### config.mk
export PLATFORM = sky130hd
export DESIGN_NAME = sram_controller
export DESIGN_NICKNAME = d
export VERILOG_FILES = /design/src/rtl/sram_controller_pkg.sv /design/src/rtl/sram_controller_wait_counter.sv /design/src/rtl/sram_controller.sv
export SDC_FILE = /design/constraint.sdc
export NUM_CORES = 1
export LEC_CHECK = 0
export CAP_MARGIN = 20
export CORE_MARGIN = 4
export CORE_UTILIZATION = 39
export CTS_CLUSTER_SIZE = 8
export DETAILED_ROUTE_END_ITERATION = 10
export PLACE_DENSITY = 0.76
export SETUP_SLACK_MARGIN = 0.02
export SKIP_LAST_GASP = 1
export SYNTH_ARGS = -nofsm -noshare
export SYNTH_HDL_FRONTEND = slang
export SYNTH_SLANG_ARGS = --single-unit
### constraint.sdc
create_clock -name clk -period 1.8 [get_ports clk]
set_clock_uncertainty 0.15 [all_clocks]
set_input_delay 0.36 -clock clk [delete_from_list [all_inputs] [get_ports clk]]
set_output_delay 0.36 -clock clk [all_outputs]
set_load 0.02 [all_outputs]
### src/rtl/sram_controller_pkg.sv
// Shared constants, state encoding and address-mapping helper for the memory-stage SRAM controller.
package sram_controller_pkg;

    localparam int LEN_REGISTER = 32;
    localparam int SRAM_DATA_W  = 16;
    localparam int CNT_W        = 4;

    typedef enum logic [1:0] {
        IDLE = 2'd0,
        LOW  = 2'd1,
        HIGH = 2'd2,
        DONE = 2'd3
    } state_t;

    // Byte address to 32-bit SRAM word index; the subtraction wraps and callers truncate.
    function automatic logic [LEN_REGISTER-1:0] sram_word(input logic [LEN_REGISTER-1:0] addr,
                                                          input logic [LEN_REGISTER-1:0] base);
        logic [LEN_REGISTER-1:0] diff;
        diff = addr - base;
        return {2'b00, diff[LEN_REGISTER-1:2]};
    endfunction

endpackage

### src/rtl/sram_controller_wait_counter.sv
// Wait-state counter: counts enabled cycles and flags the last one of a WAIT_CYCLES window.
module sram_controller_wait_counter #(
    parameter int WIDTH       = 4,
    parameter int WAIT_CYCLES = 3
) (
    input  logic clk,
    input  logic rst_n,
    input  logic i_clear,
    input  logic i_enable,
    output logic o_last
);

    logic [WIDTH-1:0] r_count;

    assign o_last = (r_count == WIDTH'(WAIT_CYCLES - 1));

    // Count enabled cycles, wrapping to zero after the last one.
    always_ff @(posedge clk or negedge rst_n) begin
        if (!rst_n) begin
            r_count <= {WIDTH{1'b0}};
        end else if (i_clear) begin
            r_count <= {WIDTH{1'b0}};
        end else if (i_enable) begin
            if (o_last) begin
                r_count <= {WIDTH{1'b0}};
            end else begin
                r_count <= r_count + WIDTH'(1);
            end
        end else begin
            r_count <= r_count;
        end
    end

endmodule

### src/rtl/sram_controller.sv
// Memory-stage controller splitting 32-bit loads/stores into two 16-bit async SRAM accesses.
// Optional SRAM_CTRL_STATS_EN adds read/write/stall statistics counters.
module sram_controller
    import sram_controller_pkg::*;
#(
    parameter int WAIT_CYCLES = 3,
    parameter int BASE_ADDR   = 1024,
    parameter int SRAM_ADDR_W = 18
) (
    input  logic                    clk,
    input  logic                    rst_n,
    input  logic                    i_mem_read,
    input  logic                    i_mem_write,
    input  logic [LEN_REGISTER-1:0] i_address,
    input  logic [LEN_REGISTER-1:0] i_write_data,
    output logic [LEN_REGISTER-1:0] o_read_data,
    output logic                    o_ready,
    output logic [SRAM_ADDR_W-1:0]  o_sram_addr,
    output logic [SRAM_DATA_W-1:0]  o_sram_dq_out,
    input  logic [SRAM_DATA_W-1:0]  i_sram_dq_in,
    output logic                    o_sram_dq_oe,
    output logic                    o_sram_we_n
`ifdef SRAM_CTRL_STATS_EN
    ,
    output logic [31:0]             o_stat_reads,
    output logic [31:0]             o_stat_writes,
    output logic [31:0]             o_stat_stall_cycles
`endif
);

    state_t                    r_state;
    state_t                    w_next_state;
    logic                      w_request;
    logic                      w_last;
    logic                      w_accept;
    logic                      w_busy;
    logic [SRAM_ADDR_W-2:0]    w_word;
    logic [SRAM_ADDR_W-2:0]    r_word;
    logic [LEN_REGISTER-1:0]   r_wdata;
    logic                      r_is_write;
    logic [LEN_REGISTER-1:0]   r_read_data;

    assign w_request   = i_mem_read | i_mem_write;
    assign w_accept    = (r_state == IDLE) && w_request;
    assign w_busy      = (r_state == LOW) || (r_state == HIGH);
    assign w_word      = (SRAM_ADDR_W - 1)'(sram_word(i_address, 32'(BASE_ADDR)));
    assign o_read_data = r_read_data;

    sram_controller_wait_counter #(
        .WIDTH       (CNT_W),
        .WAIT_CYCLES (WAIT_CYCLES)
    ) u_wait_counter (
        .clk      (clk),
        .rst_n    (rst_n),
        .i_clear  (~w_busy),
        .i_enable (w_busy),
        .o_last   (w_last)
    );

    // State register.
    always_ff @(posedge clk or negedge rst_n) begin
        if (!rst_n) begin
            r_state <= IDLE;
        end else begin
            r_state <= w_next_state;
        end
    end

    // Next state and SRAM strobes; DONE always returns to IDLE so a stale request cannot re-fire.
    always_comb begin
        w_next_state  = r_state;
        o_ready       = 1'b1;
        o_sram_addr   = {SRAM_ADDR_W{1'b0}};
        o_sram_dq_out = {SRAM_DATA_W{1'b0}};
        o_sram_dq_oe  = 1'b0;
        o_sram_we_n   = 1'b1;
        case (r_state)
            IDLE: begin
                o_ready = ~w_request;
                if (w_request) begin
                    w_next_state = LOW;
                end else begin
                    w_next_state = IDLE;
                end
            end
            LOW, HIGH: begin
                o_ready     = 1'b0;
                o_sram_addr = {r_word, (r_state == HIGH)};
                if (r_is_write) begin
                    o_sram_dq_oe  = 1'b1;
                    o_sram_we_n   = 1'b0;
                    o_sram_dq_out = (r_state == HIGH) ? r_wdata[31:16] : r_wdata[15:0];
                end else begin
                    o_sram_dq_oe  = 1'b0;
                end
                if (w_last) begin
                    w_next_state = (r_state == HIGH) ? DONE : HIGH;
                end else begin
                    w_next_state = r_state;
                end
            end
            DONE: begin
                w_next_state = IDLE;
            end
            default: begin
                w_next_state = IDLE;
            end
        endcase
    end

    // Capture the request operands when an access is accepted; a simultaneous read+write is a write.
    always_ff @(posedge clk or negedge rst_n) begin
        if (!rst_n) begin
            r_word     <= {(SRAM_ADDR_W-1){1'b0}};
            r_wdata    <= {LEN_REGISTER{1'b0}};
            r_is_write <= 1'b0;
        end else if (w_accept) begin
            r_word     <= w_word;
            r_wdata    <= i_write_data;
            r_is_write <= i_mem_write;
        end else begin
            r_word     <= r_word;
            r_wdata    <= r_wdata;
            r_is_write <= r_is_write;
        end
    end

    // Load result: sample each half on the final wait cycle of its access.
    always_ff @(posedge clk or negedge rst_n) begin
        if (!rst_n) begin
            r_read_data <= {LEN_REGISTER{1'b0}};
        end else if (!r_is_write && w_last && (r_state == LOW)) begin
            r_read_data[15:0] <= i_sram_dq_in;
        end else if (!r_is_write && w_last && (r_state == HIGH)) begin
            r_read_data[31:16] <= i_sram_dq_in;
        end else begin
            r_read_data <= r_read_data;
        end
    end

`ifdef SRAM_CTRL_STATS_EN
    logic [31:0] r_stat_reads;
    logic [31:0] r_stat_writes;
    logic [31:0] r_stat_stall_cycles;

    assign o_stat_reads        = r_stat_reads;
    assign o_stat_writes       = r_stat_writes;
    assign o_stat_stall_cycles = r_stat_stall_cycles;

    // Access counters bump on acceptance; stalls count the LOW/HIGH cycles of each access.
    always_ff @(posedge clk or negedge rst_n) begin
        if (!rst_n) begin
            r_stat_reads        <= 32'd0;
            r_stat_writes       <= 32'd0;
            r_stat_stall_cycles <= 32'd0;
        end else begin
            r_stat_reads        <= r_stat_reads + 32'((w_accept && !i_mem_write) ? 1 : 0);
            r_stat_writes       <= r_stat_writes + 32'((w_accept && i_mem_write) ? 1 : 0);
            r_stat_stall_cycles <= r_stat_stall_cycles + 32'(w_busy ? 1 : 0);
        end
    end
`endif

endmodule

# --- Word level (Yosys, flattened, before mapping) ---
# Cells that the tools add are included.
op_classes:
  eq_ne: 5
  bitwise: 3
  n_addsub: 2
  n_reduce_logical: 9
  muxes: 15
op_table:
  columns: ["op", "count"]
  rows:
  - ["16-bit 2-to-1 mux", 3]
  - ["19-bit by 11-bit subtractor with 19-bit output, second input constant", 1]
  - ["18-bit 2-to-1 mux", 1]
  - ["4-bit 2-to-1 mux", 2]
  - ["1-bit 2-to-1 mux", 6]
  - ["2-bit one-hot mux with 3 select lines", 1]
  - ["4-bit by 1-bit adder with 4-bit output, second input constant", 1]
  - ["2-bit equality test, second input constant", 2]
  - ["4-bit by 2-bit equality test with 1-bit output, second input constant", 1]
  - ["1-bit logical AND", 4]
  - ["2-bit by 1-bit equality test with 1-bit output, second input constant", 1]
  - ["2-bit logical NOT", 1]
  - ["2-bit 2-to-1 mux", 1]
  - ["2-bit != test, second input constant", 1]
  - ["1-bit inverter", 2]
  - ["1-bit one-hot mux with 2 select lines", 1]
  - ["2-bit AND reduction", 1]
  - ["2-bit OR reduction", 1]
  - ["1-bit logical NOT", 1]
  - ["1-bit logical OR", 1]
  - ["1-bit OR", 1]
word_totals:
  reg_bits: 88
  elab_cells: 41

# --- Logic depth before layout (Yosys ltp) ---
depth:
  ltp_word: 5
  depth_mapped: 7
  depth_no_buf: 5

# --- Modules after synthesis ---
# A second synthesis with hierarchy kept.
unflattened:
  cells_unflattened: 381
  hier_area_um2: 3895.0
by_module_without_submodules:
  columns: ["module", "area_each_um2", "n_inst", "cells_per_inst"]
  rows:
  - ["sram_controller", 3677.3, 1, 358]
  - ["sram_controller_wait_counter", 217.7, 1, 23]

# --- Worst setup path before layout ---
# No wires, ideal clock.
synth_timing:
  path_kind: "register -> output"
  from: "register r_state[0]"
  to: "output o_sram_dq_out[10]"
  path_stages_with_launch: 7
  path_slack_ns: -0.402
  arrival_ns: 1.692
  required_ns: 1.290
  path_cell_list: "dfrtp_1 inv_1 ha_1 buf_2 buf_2 mux2i_1 nor2_1"
synth_between:
  elab_chain_cells: 4
synth_lines:
  columns: ["item", "line", "text"]
  rows:
  - ["from (decl)", "sram_controller.sv:31", "state_t r_state;"]
  - ["from (signal assigned)", "sram_controller.sv:65", "r_state <= w_next_state;"]
  - ["2-bit equality test", "sram_controller.sv:77, sram_controller.sv:92", null]
  - ["16-bit 2-to-1 mux", "sram_controller.sv:92", "o_sram_dq_out = (r_state == HIGH) ? r_wdata[31:16] : r_wdata[15:0];"]
  - ["16-bit 2-to-1 mux", "sram_controller.sv:89", "if (r_is_write) begin"]
  - ["16-bit 2-to-1 mux (*)", "sram_controller.sv:77", "case (r_state)"]
  - ["to (decl)", "sram_controller.sv:19", "output logic [SRAM_DATA_W-1:0] o_sram_dq_out,"]
# Every way passes the cells marked *; elsewhere a longest branch is shown, timed or not.

# --- Final worst setup path ---
layout_timing:
  from: "register r_state[0]"
  to: "output o_sram_dq_out[2]"
# The elaborated chain is that of the path after synthesis.

==> reports/qor.yml <==
netlist_area_sq_um: 3880
clkTransAtPathRegs_ps: 80
area_growth_pct: 61.9
min_period_ps: 2240
worst-endpoint-required_ps: 1290
clk_latency_ps: 360
seq_area_frac_synth: 0.567
postPlaceCellArea_sq_um: 5860
fin_area_sq_um: 6280
synthSimpleGateAreaFrac: 0.210
synth_top_family_by_area: "simple AND/OR/NAND/NOR gates"
fp-row-count: 36
synth_seq_cells: 88
grt_usage: 0.170
timing.final.crit_share: 1.24
cap_violations: 0
power_density_nw_per_um2: 1680
final_antenna_net_count: 0
core_sq_um: 9730
fp.dieW_microns: 108
hold_depth: 2
fp.dieH_microns: 108
critPathKind: "register to output port"
firstDrtPassIters: 5
endpoint_kind: "output port"
synth_compound_area_frac: 0.0293
setup_violations: 53
cts_tree: "yes"
violations: "setup timing"
drive_above_1_share: 0.297
ios: 153
cp_max_fo: 5
slew_headroom: 0.649
vias_per_cell: 4.64
cts.htree.levels: 3
worst_slew_pin_slew_ps: 527
synth.mux.area_fraction: 0.137
slew_violations: 0
synth.avg_cell_area_sq_um: 10.3
num_vias: 3192
status: "finished with violations"
final_nets: 642
dr.first_iter.drc_count: 145
antenna_found_initial: 0
hpwl_mm: 7.12
final_common_cell: "nand2_1"
initial_core_util: 0.399
leakage_nw: 3.02
layout_common_cells: "127 x nand2_1, 88 x dfrtp_1, 64 x clkdlybuf4s50_1, 45 x buf_4, 34 x dlygate4sd2_1"
grt_overflow: 0
post-route-drc-count: 0
report.final.hold_viol_count: 0
netlist-cell-type-count: 29
finalSetupTns_ps: -14530
syn_nets: 465
worstRegToRegCells: 9
clk_path_buf_depth: 2
routedWlPerCell_microns: 14.7
die-area_sq_um: 11600
grt_pass1_wl_mm: 15.6
clock.fmax_mhz: 447
timing.final.ws_setup_ps: -437
gp_congestion: 0.805
cts_root_buf: "clkbuf_8"
cts_sinks: 88
grt_start_max_net_pins: 52
fillers: 820
yosysWarnings: 0
postRouteWirelength_mm: 10.1
start_kind: "register"
cts_buffers: 9
hold_path.class: "input port to register"
total_power_w: 0.0105
synthXorXnorAreaFrac: 0.00903
postSynthCellCount: 375
grt_pass1_vias: 3258
io_buffers: 137
num_antenna_cells: 0
arrival_ps: 1730
rsz0062_at_grt: "yes"
synthAdderAreaFrac: 0.0193
ir_drop_v: 0.000861
metal layers:
metal | vias to the layer above | track usage | routed length (microns)
li1 | 1567 | - | -
met1 | 1535 | 0.216 | 4290
met2 | 80 | 0.288 | 5130
met3 | 10 | 0.0378 | 567
met4 | 0 | 0.0541 | 112
met5 | - | 0 | 0
cell type report:
cell class	count	area, sq um	share of cell area
Sequential cell	88	2200	0.351
Multi-Input combinational cell	262	1860	0.297
Tap cell	133	166	0.0265
Timing Repair Buffer	184	1830	0.291
Clock buffer	11	151	0.0241
Clock inverter	3	42.5	0.00677
Inverter	7	26.3	0.00418
worst max-delay path, cell delays in order (launching register included):
cell     delay [ps]
dfrtp_1         400
inv_2           110
ha_4            200
buf_12          110
buf_12          120
mux2i_1         200
nor2_1           70
buf_4           160
synthesized netlist by cell type:
| library cell | count | area share |
|---|---|---|
| nand3b_4 | 1 | 0.0052 |
| o21ai_0 | 6 | 0.0077 |
| o31ai_1 | 3 | 0.0058 |
| nor3b_1 | 2 | 0.0039 |
| or3_1 | 3 | 0.0048 |
| nand2b_1 | 1 | 0.0016 |
| buf_2 | 2 | 0.0026 |
| o21ai_1 | 1 | 0.0013 |
| clkbuf_1 | 13 | 0.013 |
| or4_1 | 2 | 0.0039 |
| nor2_1 | 24 | 0.023 |
| o21a_1 | 2 | 0.0039 |
| or3b_2 | 1 | 0.0023 |
| buf_1 | 1 | 0.00097 |
| a21oi_1 | 2 | 0.0026 |
| nor4b_4 | 1 | 0.0061 |
| dfrtp_1 | 88 | 0.57 |
| nand3_1 | 1 | 0.0013 |
| mux2i_1 | 17 | 0.044 |
| xnor2_1 | 4 | 0.0090 |
| and2_1 | 18 | 0.029 |
| a31oi_1 | 5 | 0.0081 |
| ha_1 | 6 | 0.019 |
| nand2_1 | 128 | 0.12 |
| buf_6 | 2 | 0.0058 |
| inv_1 | 7 | 0.0068 |
| or4_4 | 1 | 0.0029 |
| nand2_2 | 1 | 0.0016 |
| mux2_2 | 32 | 0.093 |
kinds of logic (layout without fill, tap and decap cells):
logic type,Yosys count,after routing
buffers and inverters,25,205
adder cells (fa/ha/maj),6,6
XOR/XNOR,4,4
AND/OR/NAND/NOR,184,184
flip-flops,88,88
multiplexers,49,49
AO/OA/AOI/OAI,19,19
power breakdown:
group	total [W]	internal (W)	switching, W	leakage [nW]
combinational	0.00574	0.00278	0.00297	1.86
sequential	0.00341	0.00286	0.000555	1.06
clock	0.00137	0.000700	0.000667	0.0973
stage by stage:
| stage | util | hold WS, ps | setup WS (ps) | std cells |
|---|---|---|---|---|
| detailed placement | 0.602 | 207 | -494 | 661 |
| floorplan | - | -85.6 | -15.9 | 375 |
| finish | 0.646 | 219 | -437 | 688 |
| CTS | 0.625 | 214 | -448 | 681 |
| global route | 0.646 | 239 | -533 | 688 |
| global placement | 0.602 | 200 | -486 | 661 |
path summary, 6_finish.rpt:
kind | startpoint | endpoint | slack, ps
min reg2reg | r_word[7] | r_word[7] | 320
max reg2reg | r_state[1] | o_read_data[29] | -210
min | i_address[10] | r_word[8] | 220
min in group asynchronous | rst_n | o_read_data[16] | 350
max | r_state[0] | o_sram_dq_out[2] | -440
max in group asynchronous | rst_n | r_is_write | 650
timing repair:
action	4_1_cts	5_1_grt
endpoints found under the setup margin	97	115
hold buffers	1	0
cloned	2	2
hold endpoints to repair	88	0
pin swaps	11	7
resized for setup	231	36
setup buffers	3	6
sequential cells by signal, summed over array words and instances, names as in the netlist:
signal and count:
r_is_write 1, r_wdata 32, r_word 17, u_wait_counter.r_count 4
o_read_data 32, r_state 2
Note: power is estimated with default switching activity, not from simulation.
